### src/rtl/sort_pkg.sv
// Shared types and constants for the 16-input sorting network and its loader.
package sort_pkg;

    localparam int W = 32;
    localparam int N = 16;

    // Unwritten lanes hold the maximum unsigned value so they sort to the top.
    localparam logic [W-1:0] PAD = {W{1'b1}};

    typedef logic [W-1:0]   elem_t;
    typedef logic [W*N-1:0] batch_t;
    typedef logic [4:0]     cnt_t;

    typedef enum logic {
        FILL = 1'b0,
        HOLD = 1'b1
    } state_t;

    function automatic cnt_t idx_to_count(input logic [3:0] idx);
        return {1'b0, idx} + 5'd1;
    endfunction

endpackage

### src/rtl/sort16_batch_loader.sv
// Packs a valid/ready stream of W-bit words into 16-lane PAD-filled batches
// presented as one wide word with an element count.
module sort16_batch_loader
    import sort_pkg::*;
(
    input  logic   clk,
    input  logic   rst,
    input  logic   in_valid,
    output logic   in_ready,
    input  elem_t  in_data,
    input  logic   in_last,
    output logic   out_valid,
    input  logic   out_ready,
    output batch_t out_data,
    output cnt_t   out_count
);

    state_t     r_state;
    state_t     w_state_nxt;
    logic [3:0] r_idx;
    logic [3:0] w_idx_nxt;
    cnt_t       r_count;
    cnt_t       w_count_nxt;
    elem_t      r_lane [N];

    logic       w_in_ready;
    logic       w_out_valid;
    logic       w_in_xfer;
    logic       w_out_hs;
    logic       w_clear;
    logic       w_wr_en;
    logic [3:0] w_wr_idx;

    // Handshake readiness derived from the current state.
    always_comb begin
        w_in_ready  = 1'b0;
        w_out_valid = 1'b0;
        case (r_state)
            FILL: begin
                w_in_ready  = ~rst;
                w_out_valid = 1'b0;
            end
            HOLD: begin
                w_in_ready  = ~rst & out_ready;
                w_out_valid = 1'b1;
            end
            default: begin
                w_in_ready  = 1'b0;
                w_out_valid = 1'b0;
            end
        endcase
    end

    assign in_ready  = w_in_ready;
    assign out_valid = w_out_valid;
    assign w_in_xfer = in_valid & w_in_ready;
    assign w_out_hs  = w_out_valid & out_ready;

    // Next state, fill index, count and lane-write controls.
    always_comb begin
        w_state_nxt = r_state;
        w_idx_nxt   = r_idx;
        w_count_nxt = r_count;
        w_clear     = 1'b0;
        w_wr_en     = 1'b0;
        w_wr_idx    = r_idx;
        case (r_state)
            FILL: begin
                if (w_in_xfer) begin
                    w_wr_en = 1'b1;
                    if ((r_idx == 4'd15) || in_last) begin
                        w_state_nxt = HOLD;
                        w_count_nxt = idx_to_count(r_idx);
                        w_idx_nxt   = 4'd0;
                    end else begin
                        w_idx_nxt = r_idx + 4'd1;
                    end
                end else begin
                    w_state_nxt = FILL;
                end
            end
            HOLD: begin
                if (w_out_hs) begin
                    // Release: lanes return to PAD; a word accepted now opens the next batch.
                    w_clear     = 1'b1;
                    w_state_nxt = FILL;
                    w_idx_nxt   = 4'd0;
                    w_wr_idx    = 4'd0;
                    if (w_in_xfer) begin
                        w_wr_en = 1'b1;
                        if (in_last) begin
                            w_state_nxt = HOLD;
                            w_count_nxt = 5'd1;
                        end else begin
                            w_idx_nxt = 4'd1;
                        end
                    end else begin
                        w_wr_en = 1'b0;
                    end
                end else begin
                    w_state_nxt = HOLD;
                end
            end
            default: begin
                w_state_nxt = FILL;
                w_idx_nxt   = 4'd0;
            end
        endcase
    end

    // State, fill index and element count registers.
    always_ff @(posedge clk or posedge rst) begin
        if (rst) begin
            r_state <= FILL;
            r_idx   <= 4'd0;
            r_count <= 5'd0;
        end else begin
            r_state <= w_state_nxt;
            r_idx   <= w_idx_nxt;
            r_count <= w_count_nxt;
        end
    end

    for (genvar k = 0; k < N; k++) begin : g_lane
        localparam logic [3:0] K = 4'(k);
        elem_t w_lane_nxt;

        // Lane update: a write wins over the release clear so lane 0 can take a word on release.
        always_comb begin
            w_lane_nxt = r_lane[k];
            if (w_wr_en && (w_wr_idx == K)) begin
                w_lane_nxt = in_data;
            end else if (w_clear) begin
                w_lane_nxt = PAD;
            end else begin
                w_lane_nxt = r_lane[k];
            end
        end

        // Lane storage register.
        always_ff @(posedge clk or posedge rst) begin
            if (rst) begin
                r_lane[k] <= PAD;
            end else begin
                r_lane[k] <= w_lane_nxt;
            end
        end

        assign out_data[k*W +: W] = r_lane[k];
    end

    assign out_count = r_count;

endmodule
### config.mk
export PLATFORM = sky130hd
export DESIGN_NAME = sort16_batch_loader
export DESIGN_NICKNAME = d
export VERILOG_FILES = /design/src/rtl/sort_pkg.sv /design/src/rtl/sort16_batch_loader.sv
export SDC_FILE = /design/constraint.sdc
export NUM_CORES = 1
export LEC_CHECK = 0
export ABC_AREA = 1
export BUFFER_PORTS_ARGS = -buffer_cell sky130_fd_sc_hd__buf_4
export CORE_MARGIN = 2
export CORE_UTILIZATION = 40
export DETAILED_ROUTE_END_ITERATION = 6
export GPL_TIMING_DRIVEN = 0
export PLACE_DENSITY = 0.73
export SETUP_SLACK_MARGIN = 0.4
export SYNTH_ARGS = -nofsm -noshare
export SYNTH_HDL_FRONTEND = slang
export SYNTH_SLANG_ARGS = --single-unit
export TNS_END_PERCENT = 20
### constraint.sdc
create_clock -name clk -period 15.3 [get_ports clk]
set_clock_uncertainty 0.05 [all_clocks]
set_input_delay 0 -clock clk [delete_from_list [all_inputs] [get_ports clk]]
set_output_delay 0 -clock clk [all_outputs]
set_load 0.01 [all_outputs]
==> flow_summary.html <==
<table>
<tr><th>Metric</th><th>Value</th></tr>
<tr><th colspan="2">Layout</th></tr>
<tr><td>Number of fill cells in the layout</td><td>5577</td></tr>
<tr><td>Proportion of layout cells with a drive suffix above 1</td><td>0.365</td></tr>
<tr><td>NumNets Final</td><td>3720</td></tr>
<tr><td>Non-filler cells, final</td><td>4568</td></tr>
<tr><td>Relative area change from synthesis to final layout</td><td>31.5%</td></tr>
<tr><th colspan="2">Placed design</th></tr>
<tr><td>Number of buffers inserted by port buffering</td><td>555</td></tr>
<tr><td>Global placement routability congestion</td><td>0.914</td></tr>
<tr><td>Placed Instances</td><td>4417</td></tr>
<tr><td>Post-detail-place hpwl</td><td>75200 um</td></tr>
<tr><th colspan="2">Yosys</th></tr>
<tr><td>Syn Std Cell Area</td><td>0.0249 mm^2</td></tr>
<tr><td>Number of warning messages in the yosys log</td><td>0</td></tr>
<tr><td>Seq cells post-synth</td><td>approximately 520</td></tr>
<tr><td>Top cells by area in the synthesized netlist</td><td>sky130_fd_sc_hd__dfstp_2 (54%), sky130_fd_sc_hd__nand3_1 (20%), sky130_fd_sc_hd__nand2_1 (17%)</td></tr>
<tr><td>Sequential area share after synthesis</td><td>0.551</td></tr>
<tr><td>Number of synthesized flops with an enable pin</td><td>0</td></tr>
<tr><td>Top cell type's share of synthesized area</td><td>0.541</td></tr>
<tr><td>Nets in the synthesized netlist</td><td>3057</td></tr>
<tr><td>Fraction of synthesis flops using an asynchronous set or reset pin</td><td>1.00</td></tr>
<tr><td>Most frequent cell after synthesis</td><td>sky130_fd_sc_hd__nand2_1</td></tr>
<tr><td>Most common library cells after synthesis</td><td>sky130_fd_sc_hd__nand2_1 (1098), sky130_fd_sc_hd__nand3_1 (994), sky130_fd_sc_hd__dfstp_2 (512)</td></tr>
<tr><td>Count of distinct cell types in the synthesized netlist</td><td>26</td></tr>
<tr><td>Synth Instances</td><td>roughly 3.0k</td></tr>
<tr><td>Most used DFF post-synth</td><td>sky130_fd_sc_hd__dfstp_2</td></tr>
<tr><td>Avg Inst Size Synth</td><td>roughly 8.2 um^2</td></tr>
<tr><td>Library cell occupying the most area in the post-synthesis netlist</td><td>sky130_fd_sc_hd__dfstp_2</td></tr>
<tr><th colspan="2">Pwr</th></tr>
<tr><td>Sw power</td><td>about 2.1 mW</td></tr>
<tr><td>Power density normalized to cell area</td><td>about 190 mW/mm^2</td></tr>
<tr><td>Internal power</td><td>4.06 mW</td></tr>
<tr><td>Highest ir drop seen on vdd</td><td>~0.11 mV</td></tr>
<tr><td>Post-layout power</td><td>roughly 6.2 mW</td></tr>
<tr><td>Switching share of total power</td><td>0.345</td></tr>
<tr><td>Leakage Power</td><td>15.2 nW</td></tr>
<tr><td>Sequential Power Share</td><td>0.426</td></tr>
<tr><td>Share of total power in combinational logic</td><td>0.334</td></tr>
<tr><td>Fraction of power consumed by the clock network</td><td>0.240</td></tr>
<tr><th colspan="2">Global routing</th></tr>
<tr><td>Largest net degree at the start of global routing</td><td>120</td></tr>
<tr><td>Via count of the first global-routing pass</td><td>23.3k</td></tr>
<tr><td>GRT Overall Usage</td><td>0.330</td></tr>
<tr><td>Initial antenna violation count</td><td>1</td></tr>
<tr><td>Overflow left after global routing</td><td>0</td></tr>
<tr><td>First-pass GRT wire length</td><td>approximately 160000 um</td></tr>
<tr><th colspan="2">Routing</th></tr>
<tr><td>Iteration count of the initial detailed-routing pass</td><td>6</td></tr>
<tr><td>Post-route DRC</td><td>0</td></tr>
<tr><td>Routed Antenna Nets</td><td>0</td></tr>
<tr><td>Vias</td><td>25.0k</td></tr>
<tr><td>Drt wl/cell</td><td>23.8 um</td></tr>
<tr><td>Final routed wirelength across all metal layers</td><td>about 110000 um</td></tr>
<tr><td>Iteration-0 DRC count of the detailed router</td><td>roughly 2.6k</td></tr>
<tr><td>Via density per instance</td><td>5.48</td></tr>
<tr><th colspan="2">Run status</th></tr>
<tr><td>Failing checks</td><td>capacitance limit, slew limit</td></tr>
<tr><td>Result of the run</td><td>complete, but fails checks</td></tr>
<tr><th colspan="2">CTS</th></tr>
<tr><td>CTS HTree Levels</td><td>2</td></tr>
<tr><td># Post-CTS Setup Buffers</td><td>0</td></tr>
<tr><td>Clock tree root driver cell</td><td>sky130_fd_sc_hd__clkbuf_16</td></tr>
<tr><td>Clock slew at reported path FFs</td><td>0.06 ns</td></tr>
<tr><td>Maximum buffer depth of the clock tree</td><td>3</td></tr>
<tr><td>Clock latency at the later pin of the worst-skew pair</td><td>0.62 ns</td></tr>
<tr><td>Number of clock sinks</td><td>between 500 and 600</td></tr>
<tr><td>Number of gates resized after CTS</td><td>0</td></tr>
<tr><td>CTS buffer count</td><td>58</td></tr>
<tr><td>Clock tree from TritonCTS</td><td>done</td></tr>
<tr><th colspan="2">Timing</th></tr>
<tr><td>Final worst path period need</td><td>~3.5 ns</td></tr>
<tr><td>Worst-margin pin slew</td><td>~1.6 ns</td></tr>
<tr><td>Max transition margin</td><td>-0.0719</td></tr>
<tr><td>Pins Over Slew Limit</td><td>between 80 and 90</td></tr>
<tr><td>Ratio of final minimum period to clock period</td><td>0.229</td></tr>
<tr><td>Fmax</td><td>285 MHz</td></tr>
<tr><td>Number of hold-slack violations in the final timing report</td><td>0</td></tr>
<tr><td>Setup repair after global routing missed its margin</td><td>no</td></tr>
<tr><td>Number of endpoints failing setup at the final stage</td><td>0</td></tr>
<tr><th colspan="2">Floorplanning</th></tr>
<tr><td>Std cell rows</td><td>91</td></tr>
<tr><td>Area of the placeable core</td><td>0.0616 mm^2</td></tr>
<tr><td>Die height</td><td>253 um</td></tr>
<tr><td>Full die area</td><td>0.0642 mm^2</td></tr>
<tr><td>Horizontal die dimension</td><td>253 um</td></tr>
<tr><td>Starting utilization of the core area</td><td>0.404</td></tr>
<tr><td>I/O pin cnt</td><td>556</td></tr>
<tr><th colspan="2">Worst setup path</th></tr>
<tr><td>R2R cell count</td><td>11</td></tr>
<tr><td>Cells traversed along the worst timing path</td><td>dlygate4sd3_1, buf_4, dlygate4sd3_1, inv_8, nand3_4, or2_2, nand2_1, dlygate4sd3_1, nand2_1, dlygate4sd3_1, nand2_1, dlygate4sd3_1</td></tr>
<tr><td>Gate family responsible for the most delay along the worst path</td><td>buffers and inverters</td></tr>
<tr><td>Delay of the slowest cell on the worst path</td><td>0.62 ns</td></tr>
<tr><td>Most used cell along the critical path</td><td>sky130_fd_sc_hd__dlygate4sd3_1</td></tr>
<tr><td>Terminus of the critical flop-to-flop path</td><td>r_idx[0]</td></tr>
<tr><td>Required time of the worst setup path</td><td>between 15 and 20 ns</td></tr>
<tr><td>Worst reg-to-reg setup slack</td><td>around 12 ns</td></tr>
<tr><td>Cell at the slowest stage of the critical path</td><td>sky130_fd_sc_hd__dlygate4sd3_1</td></tr>
<tr><td>Arrival time of the worst setup path</td><td>4.01 ns</td></tr>
<tr><td>Critical path start-end classification</td><td>in2reg</td></tr>
<tr><td>Crit end category</td><td>flop</td></tr>
<tr><td>R2r startpoint</td><td>r_idx[0]</td></tr>
<tr><td>Max FO, Critical Path</td><td>71</td></tr>
<tr><td>Worst path bufs/invs</td><td>7</td></tr>
<tr><td>Critical path startpoint category</td><td>input port</td></tr>
<tr><th colspan="2">Hold path</th></tr>
<tr><td>Endpoint with the worst hold slack</td><td>r_idx[3]</td></tr>
<tr><td>Hold Path Class</td><td>in2reg</td></tr>
<tr><td>Hold path cells</td><td>7</td></tr>
<tr><td>Startpoint of the most critical hold path</td><td>in_last</td></tr>
<tr><th colspan="2">Job</th></tr>
<tr><td>Maximum capacitance violations</td><td>9</td></tr>
</table>
## registers in the layout, indices dropped and copies added, names as in the netlist
signal,flops
out_data,512
out_count,5
r_idx,4
r_state,1
## through the flow
stage               hold WS (ns)  setup WS, ns  TNS (ns)   util  area, um^2
global route               0.379         11.60         0  0.531       32700
CTS                        0.298         11.80         0  0.531       32700
floorplan               -0.00247          1.41         0      -       24900
finish                     0.318         11.79         0  0.531       32700
global placement           0.195         -4.60  -1584.25  0.489       30100
detailed placement        0.0265         12.70         0  0.491       30300
## layout by cell type (no fill, tap or decap), drive strengths merged, types with 2 or more instances in the layout
master	n
buf	743
bufinv	6
clkbuf	195
clkinv	11
clkinvlp	4
dfrtp	10
dfstp	512
dlygate4sd3	41
inv	47
nand2	1117
nand3	1001
nand4	2
nor2	25
nor3	2
o21ai	11
or2	2
## worst min-delay path, cell delays in order
cell and delay (ns):
sky130_fd_sc_hd__dlygate4sd3_1 0.52, sky130_fd_sc_hd__buf_4 0.10, sky130_fd_sc_hd__inv_1 0.05, sky130_fd_sc_hd__nand2_1 0.09, sky130_fd_sc_hd__nor2_1 0.07, sky130_fd_sc_hd__nand2_1 0.05, sky130_fd_sc_hd__o21ai_0 0.06
## layout make-up
cell class | count | area [um^2] | area share
Timing Repair Buffer | 603 | 4760 | 0.145
Sequential cell | 522 | 13700 | 0.419
Clock inverter | 22 | 297 | 0.00906
Tap cell | 837 | 1050 | 0.0320
Multi-Input combinational cell | 2161 | 9610 | 0.294
Clock buffer | 86 | 1730 | 0.0528
Inverter | 46 | 183 | 0.00558
Antenna cell | 1 | 2.50 | 0.0000765
Buffer | 290 | 1400 | 0.0428
## power groups by stage
stage | sequential (mW) | clock [mW] | combinational [mW]
after global routing | 2.69 | 1.55 | 2.23
after global placement | 2.64 | 0 | 2.00
after CTS | 2.63 | 1.50 | 2.06
final | 2.64 | 1.49 | 2.07
after floorplan | 2.78 | 0 | 0.649
after detailed placement | 2.64 | 0 | 2.04
## timing repair
action	in CTS	in global routing
setup endpoints to repair	0	0
hold buffers	41	0
hold endpoints to repair	278	0
## logic make-up after synthesis
family,after synthesis,share of synthesized area
AO/OA/AOI/OAI,11,0.00236
adder cells (fa/ha/maj),1,0.000503
buffers and inverters,336,0.0632
flip-flops,522,0.551
AND/OR/NAND/NOR,2149,0.383
## metal layers
| layer | up-vias | part of all wire | wire length [um] | GRT usage |
|---|---|---|---|---|
| li1 | 11224 | - | - | - |
| met4 | 0 | 0.056 | 6050 | 0.170 |
| met5 | - | 0 | 0 | 0 |
| met1 | 12098 | 0.38 | 40900 | 0.416 |
| met3 | 307 | 0.11 | 12400 | 0.0970 |
| met2 | 1409 | 0.45 | 49400 | 0.513 |
## worst max path at each step
stage	startpoint	endpoint	slack, ns	cells after the start
global route	rst	r_idx[0]	11.60	12
detailed placement	r_idx[0]	out_data[82]	12.70	8
CTS	rst	r_idx[0]	11.80	12
global placement	rst	r_idx[1]	-4.60	2
finish	rst	r_idx[0]	11.79	12
floorplan	rst	out_count[0]	1.41	1
Note: power is estimated with default switching activity, not from simulation.
